===== src/rtl/temp_pulse_gen.sv =====
// Sensor-style pulse train generator: each accepted low_cnt yields HIGH_CLKS high cycles then max(N,1) low cycles.
// Define TEMP_PULSE_REPEAT_EN to keep replaying the last frame while no new value is held.
module temp_pulse_gen #(
    parameter int unsigned HIGH_CLKS = 25,
    parameter int unsigned CNT_W     = 11
) (
    input  logic             clk,
    input  logic             rst_n,
    input  logic [CNT_W-1:0] low_cnt,
    input  logic             low_valid,
    output logic             low_ready,
    output logic             pulse_out,
    output logic             busy,
    output logic             frame_done
);

    // The phase counter must hold both HIGH_CLKS-1 (up to 254) and the largest low count.
    localparam int unsigned PW = (CNT_W > 8) ? CNT_W : 8;

    typedef enum logic [1:0] {
        IDLE,
        HIGH,
        LOW
    } state_t;

    state_t           state, state_next;
    logic [CNT_W-1:0] hold_val;
    logic             hold_full;
    logic [CNT_W-1:0] n_val, n_next;
    logic [PW-1:0]    cnt, cnt_next;
    logic [PW-1:0]    high_last, low_last;
    logic             accept, pull;

    assign low_ready = !hold_full;
    assign accept    = low_valid && !hold_full;
    assign busy      = (state != IDLE);
    assign high_last = PW'(HIGH_CLKS - 1);
    // N=0 still gets one low cycle so adjacent high phases stay separated.
    assign low_last  = (n_val == '0) ? '0 : PW'(n_val - CNT_W'(1));

    always_comb begin
        state_next = state;
        cnt_next   = cnt;
        n_next     = n_val;
        pull       = 1'b0;
        frame_done = 1'b0;
        case (state)
            IDLE: begin
                if (hold_full) begin
                    pull       = 1'b1;
                    n_next     = hold_val;
                    cnt_next   = '0;
                    state_next = HIGH;
                end
            end
            HIGH: begin
                if (cnt == high_last) begin
                    cnt_next   = '0;
                    state_next = LOW;
                end else begin
                    cnt_next = cnt + PW'(1);
                end
            end
            LOW: begin
                if (cnt == low_last) begin
                    frame_done = 1'b1;
                    cnt_next   = '0;
                    if (hold_full) begin
                        pull       = 1'b1;
                        n_next     = hold_val;
                        state_next = HIGH;
                    end else begin
`ifdef TEMP_PULSE_REPEAT_EN
                        state_next = HIGH;
`else
                        state_next = IDLE;
`endif
                    end
                end else begin
                    cnt_next = cnt + PW'(1);
                end
            end
            default: state_next = IDLE;
        endcase
    end

    always_ff @(posedge clk or negedge rst_n) begin
        if (!rst_n) begin
            state     <= IDLE;
            cnt       <= '0;
            n_val     <= '0;
            pulse_out <= 1'b0;
        end else begin
            state     <= state_next;
            cnt       <= cnt_next;
            n_val     <= n_next;
            pulse_out <= (state_next == HIGH);
        end
    end

    // Accept and pull are mutually exclusive: accept needs an empty register, pull a full one.
    always_ff @(posedge clk or negedge rst_n) begin
        if (!rst_n) begin
            hold_full <= 1'b0;
            hold_val  <= '0;
        end else if (accept) begin
            hold_full <= 1'b1;
            hold_val  <= low_cnt;
        end else if (pull) begin
            hold_full <= 1'b0;
        end
    end

endmodule

===== config.mk =====
export PLATFORM = sky130hd
export DESIGN_NAME = temp_pulse_gen
export DESIGN_NICKNAME = d
export VERILOG_FILES = /design/src/rtl/temp_pulse_gen.sv
export SDC_FILE = /design/constraint.sdc
export NUM_CORES = 1
export LEC_CHECK = 0
export CAP_MARGIN = 20
export CORE_MARGIN = 3
export CORE_UTILIZATION = 40
export CTS_CLUSTER_SIZE = 10
export DETAILED_ROUTE_END_ITERATION = 8
export PLACE_DENSITY = 0.61
export REMOVE_ABC_BUFFERS = 1
export SYNTH_ARGS = -nofsm -noshare
export SYNTH_HDL_FRONTEND = slang
export SYNTH_SLANG_ARGS = --single-unit
export TNS_END_PERCENT = 20

===== constraint.sdc =====
create_clock -name clk -period 8.5 [get_ports clk]
set_input_delay 2.55 -clock clk [delete_from_list [all_inputs] [get_ports clk]]
set_output_delay 2.55 -clock clk [all_outputs]
set_load 0.02 [all_outputs]

# After elaboration in Yosys (flattened, before gate mapping)
# Index checks and enable logic that the tools add are counted.
# W data, S select, Z words.
[totals]
input_bits = 14
ff_bits = 37
word_cells = 45
[classes]
muxes = 20
reduce_logical = 10
eq_ne = 7
n_addsub = 2
[op_table]
columns = ["operator", "count"]
rows = [
  ["$mux W11", 6],
  ["$pmux W11 S3", 1],
  ["$pmux W11 S2", 1],
  ["$add A11 B1 Y11 const B", 1],
  ["$eq A11 B11 Y1", 1],
  ["$eq A11 B5 Y1 const B", 1],
  ["$logic_not A11 Y1", 1],
  ["$sub A11 B1 Y11 const B", 1],
  ["$mux W1", 7],
  ["$mux W2", 3],
  ["$pmux W2 S3", 1],
  ["$reduce_bool A2 Y1", 3],
  ["$eq A2 B1 Y1 const B", 2],
  ["$ne A2 B2 Y1 const B", 2],
  ["$reduce_and A2 Y1", 2],
  ["$reduce_bool A3 Y1", 1],
  ["$eq A2 B2 Y1 const B", 1],
  ["$logic_not A2 Y1", 1],
  ["$pmux W1 S2", 1],
  ["$logic_and A1 B1 Y1", 1],
  ["$logic_not A1 Y1", 1],
]

# Depth between registers and ports, before layout
[logic_depth]
depth_word = 7
ltp_mapped = 11

# Least setup slack after synthesis
# No wires, ideal clock.
[synth_path]
path_type = "reg-to-output"
startpoint = "reg n_val[0]"
endpoint = "out frame_done"
slack_ps = 3681
arrival_time_ps = 2269
stages_incl_launch_ff = 10
path_buffers = 0
path_cell_list = "dfrtp_1 > inv_1 > ha_1 > or3b_2 > or4b_4 > nand3_2 > o311ai_2 > nor2_1 > nand4b_1 > inv_1"
[synth_between]
elab_chain_cells = 5
[synth_lines]
columns = ["item", "line", "text"]
rows = [
  ["from (decl)", "29", "logic [CNT_W-1:0] n_val, n_next;"],
  ["from (signal assigned)", "96", "n_val <= n_next;"],
  ["$sub A11 B1 Y11 / $logic_not A11 Y1 (equally long branches)", "39", "assign low_last = (n_val == '0) ? '0 : PW'(n_val - CNT_W'(1));"],
  ["$mux W11 (*)", "39", ""],
  ["$eq A11 B11 Y1 (*)", "65", "if (cnt == low_last) begin"],
  ["$mux W1 (*)", "65", ""],
  ["$mux W1 (*)", "47", "case (state)"],
  ["to (decl)", "14", "output logic frame_done"],
]
# Every way passes the cells marked *; elsewhere a longest branch is shown, timed or not.

# Worst setup path after layout
# Ends and elaborated chain as after synthesis.

==> results.cfg <==
[global_route]
grt_pass1_vias = 1704
grt_max_degree = 38
grt_pass1_wl_um = 7860
grt_remaining_overflow = 0
antenna_found_initial = 0
grtUsageTotal_pct = 15.5

[critical_path]
required_ns = 5.95
path_class = flip-flop to primary output
cp-end-kind = primary output
r2r-start = n_val[0]$_DFFE_PN0P_
critPathLaunch = n_val[0]$_DFFE_PN0P_
crit_path_max_fanout = 7
startpoint_type = flip-flop
critPathArrivalTime_ns = 3.37

[timing]
skew_ns = 0.00873
setup_viol = 0
maxSlewViolCount = 0
min_period_ns = 5.92
rsz0062_at_grt = false
min_period_over_period_pct = 69.7
hold_viol = 0
fmax_ghz = 0.169
max-slew-margin-rel_pct = 45.3
worst_pin_slew_ns = 0.821
final.setup.tns_ns = 0

[placement]
dp_hpwl_um = 3280
place_congestion = 0.814
dp.cells = 302
postPlaceCellArea_um2 = 2490
port_buffers = 17

[drt]
firstDrtPassIters = 4
totalWireLength_um = 4410
vias_per_cell = 5.41
wire_per_inst_um = 14.1
vias = 1689
route.detailed.drc = 0
drt_iter0_drc = 72
ant_nets = 0

[synth]
synth_adder_area_share_pct = 4.41
ys_ff_latch = 37
yosysWarningCount = 0
syn_area_per_cell_um2 = 10.2
syn_area_um2 = 2270
synth_compound_area_share_pct = 11.6
synth_top_flop_cell = dfrtp_1
ys_types = 56
muxShareOfSynthArea_pct = 11.4
synthXorXnorAreaFrac_pct = 6.01
synth_top_family_by_area = simple AND/OR/NAND/NOR gates
synthSimpleGateAreaFrac_pct = 22.3
synthArstFlopShare_pct = 100
synth_edf_count = 0
postSynthCellCount = 223
yosysSeqAreaShare_pct = 40.8

[final_layout]
antenna_cells = 0
final_cells = 312
final_common_cell = dfrtp_1
final_cell_mix = dfrtp_1, nor2_1, clkdlybuf4s50_1
syn2layout_area_growth_pct = 15.4
final_nets = 263
final_layout_size_suffix_gt1_share_pct = 14.5
fin_util_pct = 49.4
fill_cells = 500
design_area_um2 = 2620

[cts]
clk_latency_ns = 0.29
cts_root_buf = clkbuf_8
tritoncts.num_buffers = 5
cts.sinks = 37
clock_path_buffers = 2
htreeDepth = 2
cts_setup_buffers = 0
cts_tree = done
cts_hold_buf = 0
cts_repair_resize_count = 0
clk_pin_slew_ns = 0.08

[pwr]
p_leak_nw = 1.06
finalPower_mw = 0.831
vdd_drop_max_mv = 0.166
power_density_nw_per_um2 = 317

[status]
status = complete, no violations

[floorplan]
num_rows = 26
dieArea_um2 = 6610
pin_count = 18
die_h_um = 81.3
start_util_pct = 42.8
die_w_um = 81.3
core_area_um2 = 5300

[worst_hold_path]
hp-start = hold_val[6]$_DFFE_PN0P_
hold_class = flip-flop to flip-flop

[job]
cap_viol_max_count = 0
metrics by stage:
stage	worst slack [ns]	hold slack (ns)
4_1_cts	2.53	0.497
3_5_place_dp	2.86	0.479
5_1_grt	2.27	0.518
2_1_floorplan	3.68	0.460
6_report	2.58	0.490
3_3_place_gp	2.97	0.472
cell usage after synthesis, types with 2 or more instances:
cell type  instances  area, um^2
nor3b_1            3        22.5
and2_1             2        12.5
dfrtp_1           37         926
o41ai_1            2        17.5
nand3_1            8        40.0
nor4_1             5        31.3
nor4b_1            2        17.5
nand2_1           11        41.3
or4_1              3        22.5
mux2_2            13         146
o21ai_0           11        55.1
mux2_1            10         113
ha_1               8         100
nor3_1             6        30.0
nand4b_1           3        26.3
clkbuf_1           6        22.5
inv_1             12        45.0
nand2b_1           3        18.8
or3_1              5        31.3
and3_1             2        12.5
xor2_1             7        61.3
nor2_1            16        60.1
nand4_1            2        12.5
xnor2_1            6        52.6
a21oi_1            5        25.0
nor2b_1            2        12.5
a22o_1             2        17.5
o31ai_1            3        22.5
final cells by class:
class / instances / area [um^2] / area share [%]
timing repair buffer: 19 / 180 / 6.88
clock inverter: 1 / 30.0 / 1.15
clock buffer: 7 / 86.3 / 3.30
multi-input combinational: 166 / 1260 / 48.3
inverter: 12 / 45.0 / 1.72
sequential: 37 / 926 / 35.4
tap: 70 / 87.6 / 3.34
sequential cells by signal, summed over array words and instances (netlist names):
name       count
hold_val      11
pulse_out      1
n_val         11
hold_full      1
state          2
cnt           11
worst max-delay path: stages, from the launching register on:
cell and delay [ns]:
dfrtp_1 0.45, inv_1 0.09, ha_1 0.23, or3b_2 0.51, o41ai_1 0.37, xor2_1 0.26
nand3_1 0.10, nor4_1 0.19, nand4b_1 0.20, inv_1 0.09, clkdlybuf4s50_1 0.60
worst paths after layout:
check	end	slack, ns	cells after the start
worst max-delay path	frame_done	2.58	10
worst min-delay path	n_val[6]$_DFFE_PN0P_	0.49	1
worst max register to register	n_val[2]$_DFFE_PN0P_	5.16	11
min in group asynchronous	cnt[6]$_DFFE_PN0P_	2.36	1
max in group asynchronous	cnt[1]$_DFFE_PN0P_	5.63	1
worst min register to register	n_val[6]$_DFFE_PN0P_	0.49	1
metal layers:
layer | part of all wire (%) | vias to the layer above | routed length (um) | track usage (%)
met5 | 0 | - | 0 | 0
li1 | - | 847 | - | -
met2 | 46 | 25 | 2010 | 24.9
met1 | 49 | 810 | 2180 | 20.5
met3 | 3.6 | 7 | 160 | 3.33
met4 | 1.3 | 0 | 59 | 5.24
logic make-up (layout without fill, tap and decap cells):
kind of cell    Yosys count  after routing
xor+xnor                 14             14
compound gates           37             37
mux                      23             23
flops                    37             37
simple gates             84             84
fa+ha+maj                 8              8
buf+inv                  20             39
power breakdown:
group          switching [mW]  total [mW]  internal, mW
clock network          0.0618       0.157        0.0957
logic                   0.187       0.363         0.176
registers              0.0687       0.310         0.242
total                   0.318       0.831         0.513
(Power assumes the default switching activity.)
